--- config.mk ---
export PLATFORM = sky130hd
export DESIGN_NAME = debounce_edge_pulse
export DESIGN_NICKNAME = d
export VERILOG_FILES = /design/src/rtl/storage_pkg.sv /design/src/rtl/sync_ff_chain.sv /design/src/rtl/debounce_edge_pulse.sv
export SDC_FILE = /design/constraint.sdc
export NUM_CORES = 1
export LEC_CHECK = 0
export ABC_AREA = 1
export CAP_MARGIN = 20
export CORE_UTILIZATION = 55
export CTS_BUF_LIST = sky130_fd_sc_hd__clkbuf_4 sky130_fd_sc_hd__clkbuf_8
export DETAILED_ROUTE_END_ITERATION = 16
export GPL_TIMING_DRIVEN = 0
export PLACE_DENSITY = 0.85
export SYNTH_ARGS = -nofsm -noshare
export SYNTH_HDL_FRONTEND = slang
export SYNTH_SLANG_ARGS = --single-unit
export TNS_END_PERCENT = 100
--- constraint.sdc ---
create_clock -name clk -period 1.2 [get_ports clk]
set_input_delay 0.36 -clock clk [delete_from_list [all_inputs] [get_ports clk]]
set_output_delay 0.36 -clock clk [all_outputs]
set_load 0.01 [all_outputs]
--- src/rtl/storage_pkg.sv ---
// Shared constants and state encoding for the button conditioning logic
// that feeds the storage elements (T/D flip-flops, latches).
package storage_pkg;

  localparam int DEF_SYNC_STAGES   = 2;
  localparam int DEF_STABLE_CYCLES = 50000;

  typedef enum logic [1:0] {
    IDLE_LOW  = 2'd0,
    WAIT_HIGH = 2'd1,
    IDLE_HIGH = 2'd2,
    WAIT_LOW  = 2'd3
  } db_state_e;

endpackage

--- src/rtl/sync_ff_chain.sv ---
// Generic multi-flop synchronizer; async active-high reset clears every stage.
module sync_ff_chain #(
  parameter int DEPTH = 2
) (
  input  logic clk,
  input  logic rst,
  input  logic d,
  output logic q
);

  logic [DEPTH-1:0] chain_q;
  logic [DEPTH-1:0] chain_d;

  always_comb begin
    chain_d = {chain_q[DEPTH-2:0], d};
  end

  always_ff @(posedge clk or posedge rst) begin
    if (rst) chain_q <= '0;
    else     chain_q <= chain_d;
  end

  assign q = chain_q[DEPTH-1];

endmodule

--- src/rtl/debounce_edge_pulse.sv ---
// Debounces a raw button into a clean registered level plus one-cycle
// rise/fall pulses; a level change needs STABLE_CYCLES equal synced samples.
module debounce_edge_pulse
  import storage_pkg::*;
#(
  parameter int SYNC_STAGES   = DEF_SYNC_STAGES,
  parameter int STABLE_CYCLES = DEF_STABLE_CYCLES,
  parameter int CNT_W         = 16
) (
  input  logic clk,
  input  logic reset,
  input  logic btn_in,
  output logic level_out,
  output logic rise_pulse,
  output logic fall_pulse
);

  localparam logic [CNT_W-1:0] CNT_LAST = CNT_W'(STABLE_CYCLES - 1);
  localparam logic [CNT_W-1:0] CNT_ONE  = CNT_W'(1);

  logic sync_in;

  sync_ff_chain #(.DEPTH(SYNC_STAGES)) u_sync (
    .clk (clk),
    .rst (reset),
    .d   (btn_in),
    .q   (sync_in)
  );

  db_state_e        state_q, state_d;
  logic [CNT_W-1:0] cnt_q, cnt_d;
  logic             level_q, level_d;
  logic             rise_q, rise_d;
  logic             fall_q, fall_d;

  always_comb begin
    state_d = state_q;
    cnt_d   = cnt_q;
    level_d = level_q;
    rise_d  = 1'b0;
    fall_d  = 1'b0;
    unique case (state_q)
      IDLE_LOW: begin
        if (sync_in) begin
          state_d = WAIT_HIGH;
          cnt_d   = CNT_ONE;
        end else begin
          cnt_d   = '0;
        end
      end
      WAIT_HIGH: begin
        // An opposite sample drops back to idle: glitch rejected, count lost.
        if (!sync_in) begin
          state_d = IDLE_LOW;
          cnt_d   = '0;
        end else if (cnt_q == CNT_LAST) begin
          state_d = IDLE_HIGH;
          level_d = 1'b1;
          rise_d  = 1'b1;
          cnt_d   = '0;
        end else begin
          cnt_d   = cnt_q + CNT_ONE;
        end
      end
      IDLE_HIGH: begin
        if (!sync_in) begin
          state_d = WAIT_LOW;
          cnt_d   = CNT_ONE;
        end else begin
          cnt_d   = '0;
        end
      end
      WAIT_LOW: begin
        if (sync_in) begin
          state_d = IDLE_HIGH;
          cnt_d   = '0;
        end else if (cnt_q == CNT_LAST) begin
          state_d = IDLE_LOW;
          level_d = 1'b0;
          fall_d  = 1'b1;
          cnt_d   = '0;
        end else begin
          cnt_d   = cnt_q + CNT_ONE;
        end
      end
      default: begin
        state_d = IDLE_LOW;
        cnt_d   = '0;
      end
    endcase
  end

  always_ff @(posedge clk or posedge reset) begin
    if (reset) begin
      state_q <= IDLE_LOW;
      cnt_q   <= '0;
      level_q <= 1'b0;
      rise_q  <= 1'b0;
      fall_q  <= 1'b0;
    end else begin
      state_q <= state_d;
      cnt_q   <= cnt_d;
      level_q <= level_d;
      rise_q  <= rise_d;
      fall_q  <= fall_d;
    end
  end

  assign level_out  = level_q;
  assign rise_pulse = rise_q;
  assign fall_pulse = fall_q;

endmodule

==> results.txt <==
The initial utilization of the core area, before any placement, comes to 59.12%. The width of the die came out at 48.39 µm. The max-slew violation count is 0. By startpoint and endpoint, the worst setup path is classified as reg -> reg. The switching power share of the total came out at 35.25%. The pre-antenna-repair detailed-routing pass consisted of 4 iterations. In the post-synthesis netlist, the biggest area contributors are dfrtp_1 49%, nand2_1 9.2%, nor2_1 8.9%. The largest net degree at the start of global routing came out at 24.

The worst hold margin came out at 371.3 ps. The congestion estimate from routability-driven global placement came to 0.8527. After detailed routing, the total wire length is 3.040 mm. The first global-routing pass estimated 4.671 mm of wire. The per-cell via count in the routed design came out at 5.626.

The internal power is 0.001295 W. Adding up every negative setup slack in the final design gives -2492 ps. At the later pin of the worst-skew pair, clock insertion delay measures 320 ps. Of the post-synthesis cell area, the dominant cell type holds 48.63%. The required time at the worst-slack endpoint came out at 1470 ps.

For this run, asynchronously set or reset flops after synthesis account for 100.0%. The number of standard-cell rows in the floorplan came out at 16. With fillers left out, the area of the finished cells amounts to 1579 µm².

The number of global-route vias before repair came out at 1,077. The critical-path maximum fanout came out at 3. For this run, the number of Yosys warnings is 0. After filler insertion, the fill cell instance count of the layout stands at 135.

The worst hold path belongs to the class reg -> reg. The total of buffers placed on input and output ports came out at 5. The fmax came out at 728.1 MHz.

Counting every net in the synthesized netlist gives 147. The number of primary I/O pins is 6. The power spent charging and discharging nets is 0.0007052 W. The clock tree from TritonCTS is built.

The headroom to the max-slew limit came out at 66.02%. The final core area utilization came out at 78.88%. For the pin with the worst max-slew slack, the measured transition is 508.7 ps.

The final HPWL from detailed placement came out at 1.684 mm. The die covers 2342 µm². The cell type with the highest aggregate area in the netlist is dfrtp_1.

The critical path startpoint category is a flop. The number of buffers between clock root and the deepest sink came out at 2. The share of the cycle needed by the critical path after routing is 114.5%. Setup repair after global routing could not meet its margin everywhere. The gate count of the mapped netlist is 143. The checks that failed: setup timing. The total clock sinks is 23. The synthesized design contains 0 enable-type register cells. The final routed wire length divided by cell count is 15.35 µm. For this run, the total global-route usage over all layers was measured as 26.48%. The detail route stage leaves a number of antenna-violating nets equal to 0. On the final layout, the worst clock skew is 3.392 ps. The number of buffers added by the clock tree synthesis step is 3.

The sequential power share is 47.8%. The area added between synthesis and finish is 33.40%. The buffer cell driving the clock tree root is clkbuf_4. The netlist area before placement came out at 1184 µm². The instance count after placement with tap cells included is 175. The clock network burns 20.1% of the power.

The worst setup path is captured at a flop. The total setup violations reported at the end of the flow came out at 22. Setup slack on the critical path of the routed design comes to -173.5 ps.

Per report_power, the combinational group accounts for 32.1% of the total. The post-detailed-placement cell area came out at 1287 µm². Clock-pin slew was measured on the worst setup and hold paths at 130 ps. The data arrival time of the critical path is 1640 ps. The core outline area came out at 2002 µm². The most common cell in the synthesized netlist is nand2_1. The ratio of total power to cell area came out at 1267 nW/µm². The max-cap check violation count came out at 0. The standby leakage power is 0.6920 nW. The distinct cell type count after synthesis came out at 27. The number of synthesized register bits came out at 23.

The most frequently used flop master after synthesis is dfrtp_1. The number of hold violations in the final report came out at 0. The average instance in the mapped netlist occupies 8.277 µm². The overall via count from detail_route is 1,114. The sequential element share of the synthesized area is 48.63%. The fraction of layout cells with a size suffix above 1 came out at 44.44%. The flow ran to the end, but the final reports show violations.

Global routing finished with a remaining overflow of 0. The post-route non-filler standard cell count came out at 198. The final critical delay including setup and external delays is 1374 ps. Measured along the y axis, the die boundary spans 48.39 µm.

The residual DRC count came out at 0. The number of diodes came out at 0. The worst-case IR drop observed on VDD is 1307 µV.

The commonest cells after synthesis are 29 x nand2_1, 28 x nor2_1, 23 x dfrtp_1, 11 x inv_1, 8 x nand3_1. The number of nets in the layout is 176. The maximum level of the CTS H-tree is 1. The violation count after the first detailed-routing iteration is 42. The number of antenna violations at the first check in global routing came to 0.
==> what timing repair did <==
action / CTS / global route
gates resized for setup: 30 / 27
endpoints found under the setup margin: 22 / 47
buffers inserted: 9 / 8
hold buffers: 0 / 0
pin swaps: 12 / 15
endpoints found under the hold margin: 0 / 0
cloned: 2 / 0
==> placed cells by master (no fill, tap or decap), types with 4 or more instances in the layout <==
| cell type | synthesis | final |
|---|---|---|
| nand2_1 | 29 | 25 |
| dfrtp_1 | 23 | 18 |
| nor2_1 | 28 | 16 |
| buf_4 | 0 | 15 |
| nor2_2 | 4 | 13 |
| inv_1 | 11 | 7 |
| nand2_2 | 3 | 6 |
| nand3_1 | 8 | 6 |
| xor2_1 | 6 | 6 |
| inv_2 | 3 | 5 |
| o21ai_1 | 3 | 5 |
| dfrtp_2 | 0 | 5 |
| clkbuf_4 | 0 | 4 |
==> routing by layer <==
metal / vias to the layer above / GRT usage, % / part of all wire [%]
met2: 38 / 46.24 / 52
met3: 15 / 4.403 / 4.9
met4: 0 / 16.18 / 4.0
met1: 549 / 30.23 / 39
met5: - / 0 / 0
li1: 512 / - / -
==> power groups by stage <==
stage	sequential [W]	combinational (W)	clock, W
after CTS	0.000951	0.000574	0.000396
after global routing	0.000970	0.000692	0.000428
after floorplan	0.000937	0.000327	0
after detailed placement	0.000957	0.000406	0
final	0.000957	0.000642	0.000402
after global placement	0.000947	0.000387	0
==> flip-flops by register name (all words and copies together) (netlist names), named ones only <==
| name | count |
|---|---|
| u_sync.chain_q | 2 |
| level_out | 1 |
| fall_pulse | 1 |
| state_q | 1 |
| cnt_q | 16 |
| rise_pulse | 1 |
==> per-stage QoR <==
| stage | setup slack [ps] | power (W) |
|---|---|---|
| after floorplan | -3.685 | 0.001263 |
| after global placement | -207.4 | 0.001334 |
| after detailed placement | -259.7 | 0.001363 |
| after CTS | -143.2 | 0.001921 |
| after global routing | -239.7 | 0.002091 |
| final | -173.5 | 0.002001 |
==> cells by family (layout without fill, tap and decap cells) <==
kind of cell	count (synthesis)	in the layout	synth area share [%]
AOI/OAI and AO/OA	11	11	5.285
buffers and inverters	16	43	5.708
xor gates and xnor gates	7	7	5.180
DFF	23	23	48.63
and+or+nand+nor	85	86	34.14
adders and majority gates	1	1	1.057
==> worst max-delay path, stage by stage, from the launching register on <==
cell and delay, ps:
dfrtp_1 440, nand3_2 150, buf_4 170, inv_1 50, nand3_1 150, o21ai_1 200, nand2_1 60, nor2_1 90
==> area by class of cell <==
type	instances	area, µm²	area share, %
Multi-Input combinational cell	105	666.9	42.23
Tap cell	27	33.78	2.139
Inverter	15	65.06	4.120
Sequential cell	23	581.8	36.85
Clock buffer	4	30.03	1.902
Timing Repair Buffer	23	190.2	12.04
Buffer	1	11.26	0.7132
==> worst paths after layout <==
path | startpoint | slack, ps | cells after the start | endpoint
min in group asynchronous | reset | 400 | 2 | u_sync.chain_q[0]
min | u_sync.chain_q[0] | 370 | 0 | u_sync.chain_q[1]
max in group asynchronous | reset | 480 | 2 | cnt_q[10]
max reg2reg | cnt_q[0] | -170 | 7 | cnt_q[13]
min reg2reg | u_sync.chain_q[0] | 370 | 0 | u_sync.chain_q[1]
max | cnt_q[0] | -170 | 7 | cnt_q[13]
Note: power is estimated with default switching activity, not from simulation.
==> RTL change (config.mk and constraints unchanged) <==
Register the output `level_out` once more, with the module's reset; this adds one clock of latency there. The other outputs are not delayed to match.
--- a/src/rtl/debounce_edge_pulse.sv
+++ b/src/rtl/debounce_edge_pulse.sv
@@ -108,3 +108,9 @@
 
-  assign level_out  = level_q;
+  always_ff @(posedge clk or posedge reset) begin
+    if (reset) begin
+      level_out <= '0;
+    end else begin
+      level_out <= level_q;
+    end
+  end
   assign rise_pulse = rise_q;
Formal check against the unedited RTL: same outputs for any inputs over 10 cycles, from zero or initial values and one cycle with reset high; that may be too few to reach the edited logic, so the function may still have changed.
==> RTL change against the original RTL <==
The flow still finishes with violations (setup timing); area after synthesis up 7.7%; worst hold slack better by 0.011 ns; sequential cell count rose by 1; non-clock buffer count fell by 8; design area rose by 0.55%; routed wire length down 10%; clock skew is essentially flat; setup slack gained 0.066 ns; first-iteration DRC count is 57% lower.
Power is not compared: it rests on default switching activity, and its combinational part moved more than twofold at a synthesized area within 25%.
==> RTL change: results (changes against the original RTL) <==
* GRT Total Usage at 25.15% (-1.3 points)
* Number of global-route vias before repair at 1,085 (+0.74%)
* Largest net degree at the start of global routing at 25 (+4.2%)
* Hold Slack at 0.3824 ns (+0.01109 ns)
* Post-synthesis adder-cell area fraction at 0.9814% (-0.076 points)
* Share of cells above drive strength 1 at 30.94% (-14 points)
* First DRT Iteration DRCs at 18 (-57%)
* Failing checks: setup timing
* Post-synth top cells: nand2_1 (29), nor2_1 (29), inv_1 (27)
* CP max stage delay at 0.42 ns (-0.02 ns)
* Synth Instances at 161 (+13%)
* RD Place Congestion at 0.8734 (+2.4%)
* Cells on worst reg2reg path at 8 (+1)
* Final setup fails at 21 (-4.5%)
* Post-DP HPWL at 1.800 mm (+6.9%)
* Routed length per instance at 13.08 um (-15%)
* RR Endpoint: state_q[0]
* Setup ws final at -0.1072 ns (+0.06634 ns)
* Ranking of synthesized cells by area: dfrtp_1 (47%), nand2_1 (8.5%), nor2_1 (8.5%), inv_1 (7.9%), nand3_1 (6.3%)
* Final setup TNS at -1.256 ns (+1.236 ns)
* Placement Cell Area at 0.001365 mm2 (+6.0%)
* Total clock sinks at 24 (+4.3%)
* First-pass GRT wire length at 4.761 mm (+1.9%)
* Outcome: complete, but fails checks
* Crit Path Max Fanout at 4 (+1)
* Dpl cells at 194 (+11%)
* Syn nets at 165 (+12%)
* I/O Buffers at 5 (unchanged)
* Max-slew headroom at 65.12% (-0.90 points)
* Vias post-DR at 1,105 (-0.81%)
* Footprint of the multi-input gates at 663.1 um2 (-0.56%)
* Post-synthesis cell type count at 23 (-15%)
* Post-CTS resize count at 32 (+6.7%)
* Layout Cells excl Fill at 209 (+5.6%)
* Worst Hold Path Cells at 0 (unchanged)
* Xor/xnor share of the synthesized area at 3.435% (-1.7 points)
* Complex-gate fraction of the synthesized area at 3.631% (-1.7 points)
* Critical Path AT at 1.53 ns (-0.11 ns)
* Worst Setup SP: cnt_q[1]
* Layout Skew at 0.003389 ns (-0.000002580 ns)
* Clock transition at the registers of the reported paths at 0.13 ns (about the same)
==> RTL change: power by group through the flow <==
stage | combinational, mW | sequential [mW] | clock, mW
after floorplan | 0.0439 | 0.842 | 0
after global placement | 0.0588 | 0.843 | 0
after detailed placement | 0.0615 | 0.845 | 0
after CTS | 0.0829 | 0.829 | 0.442
after global routing | 0.0982 | 0.830 | 0.470
final | 0.0859 | 0.829 | 0.428
==> RTL change: per-layer routing <==
metal | track usage [%] | routed length [um] | part of all wire, % | up-vias
met4 | 10.00 | 36 | 1.3 | 0
met5 | 0 | 0 | 0 | -
met2 | 42.22 | 1426 | 52 | 19
met3 | 1.818 | 69 | 2.5 | 5
li1 | - | - | - | 541
met1 | 33.60 | 1201 | 44 | 540
==> RTL change: area by class of cell <==
type,count,area share (%)
Tap cell,28,2.206
Timing Repair Buffer,16,8.668
Clock buffer,4,2.285
Multi-Input combinational cell,109,41.77
Sequential cell,24,38.22
Inverter,28,6.856
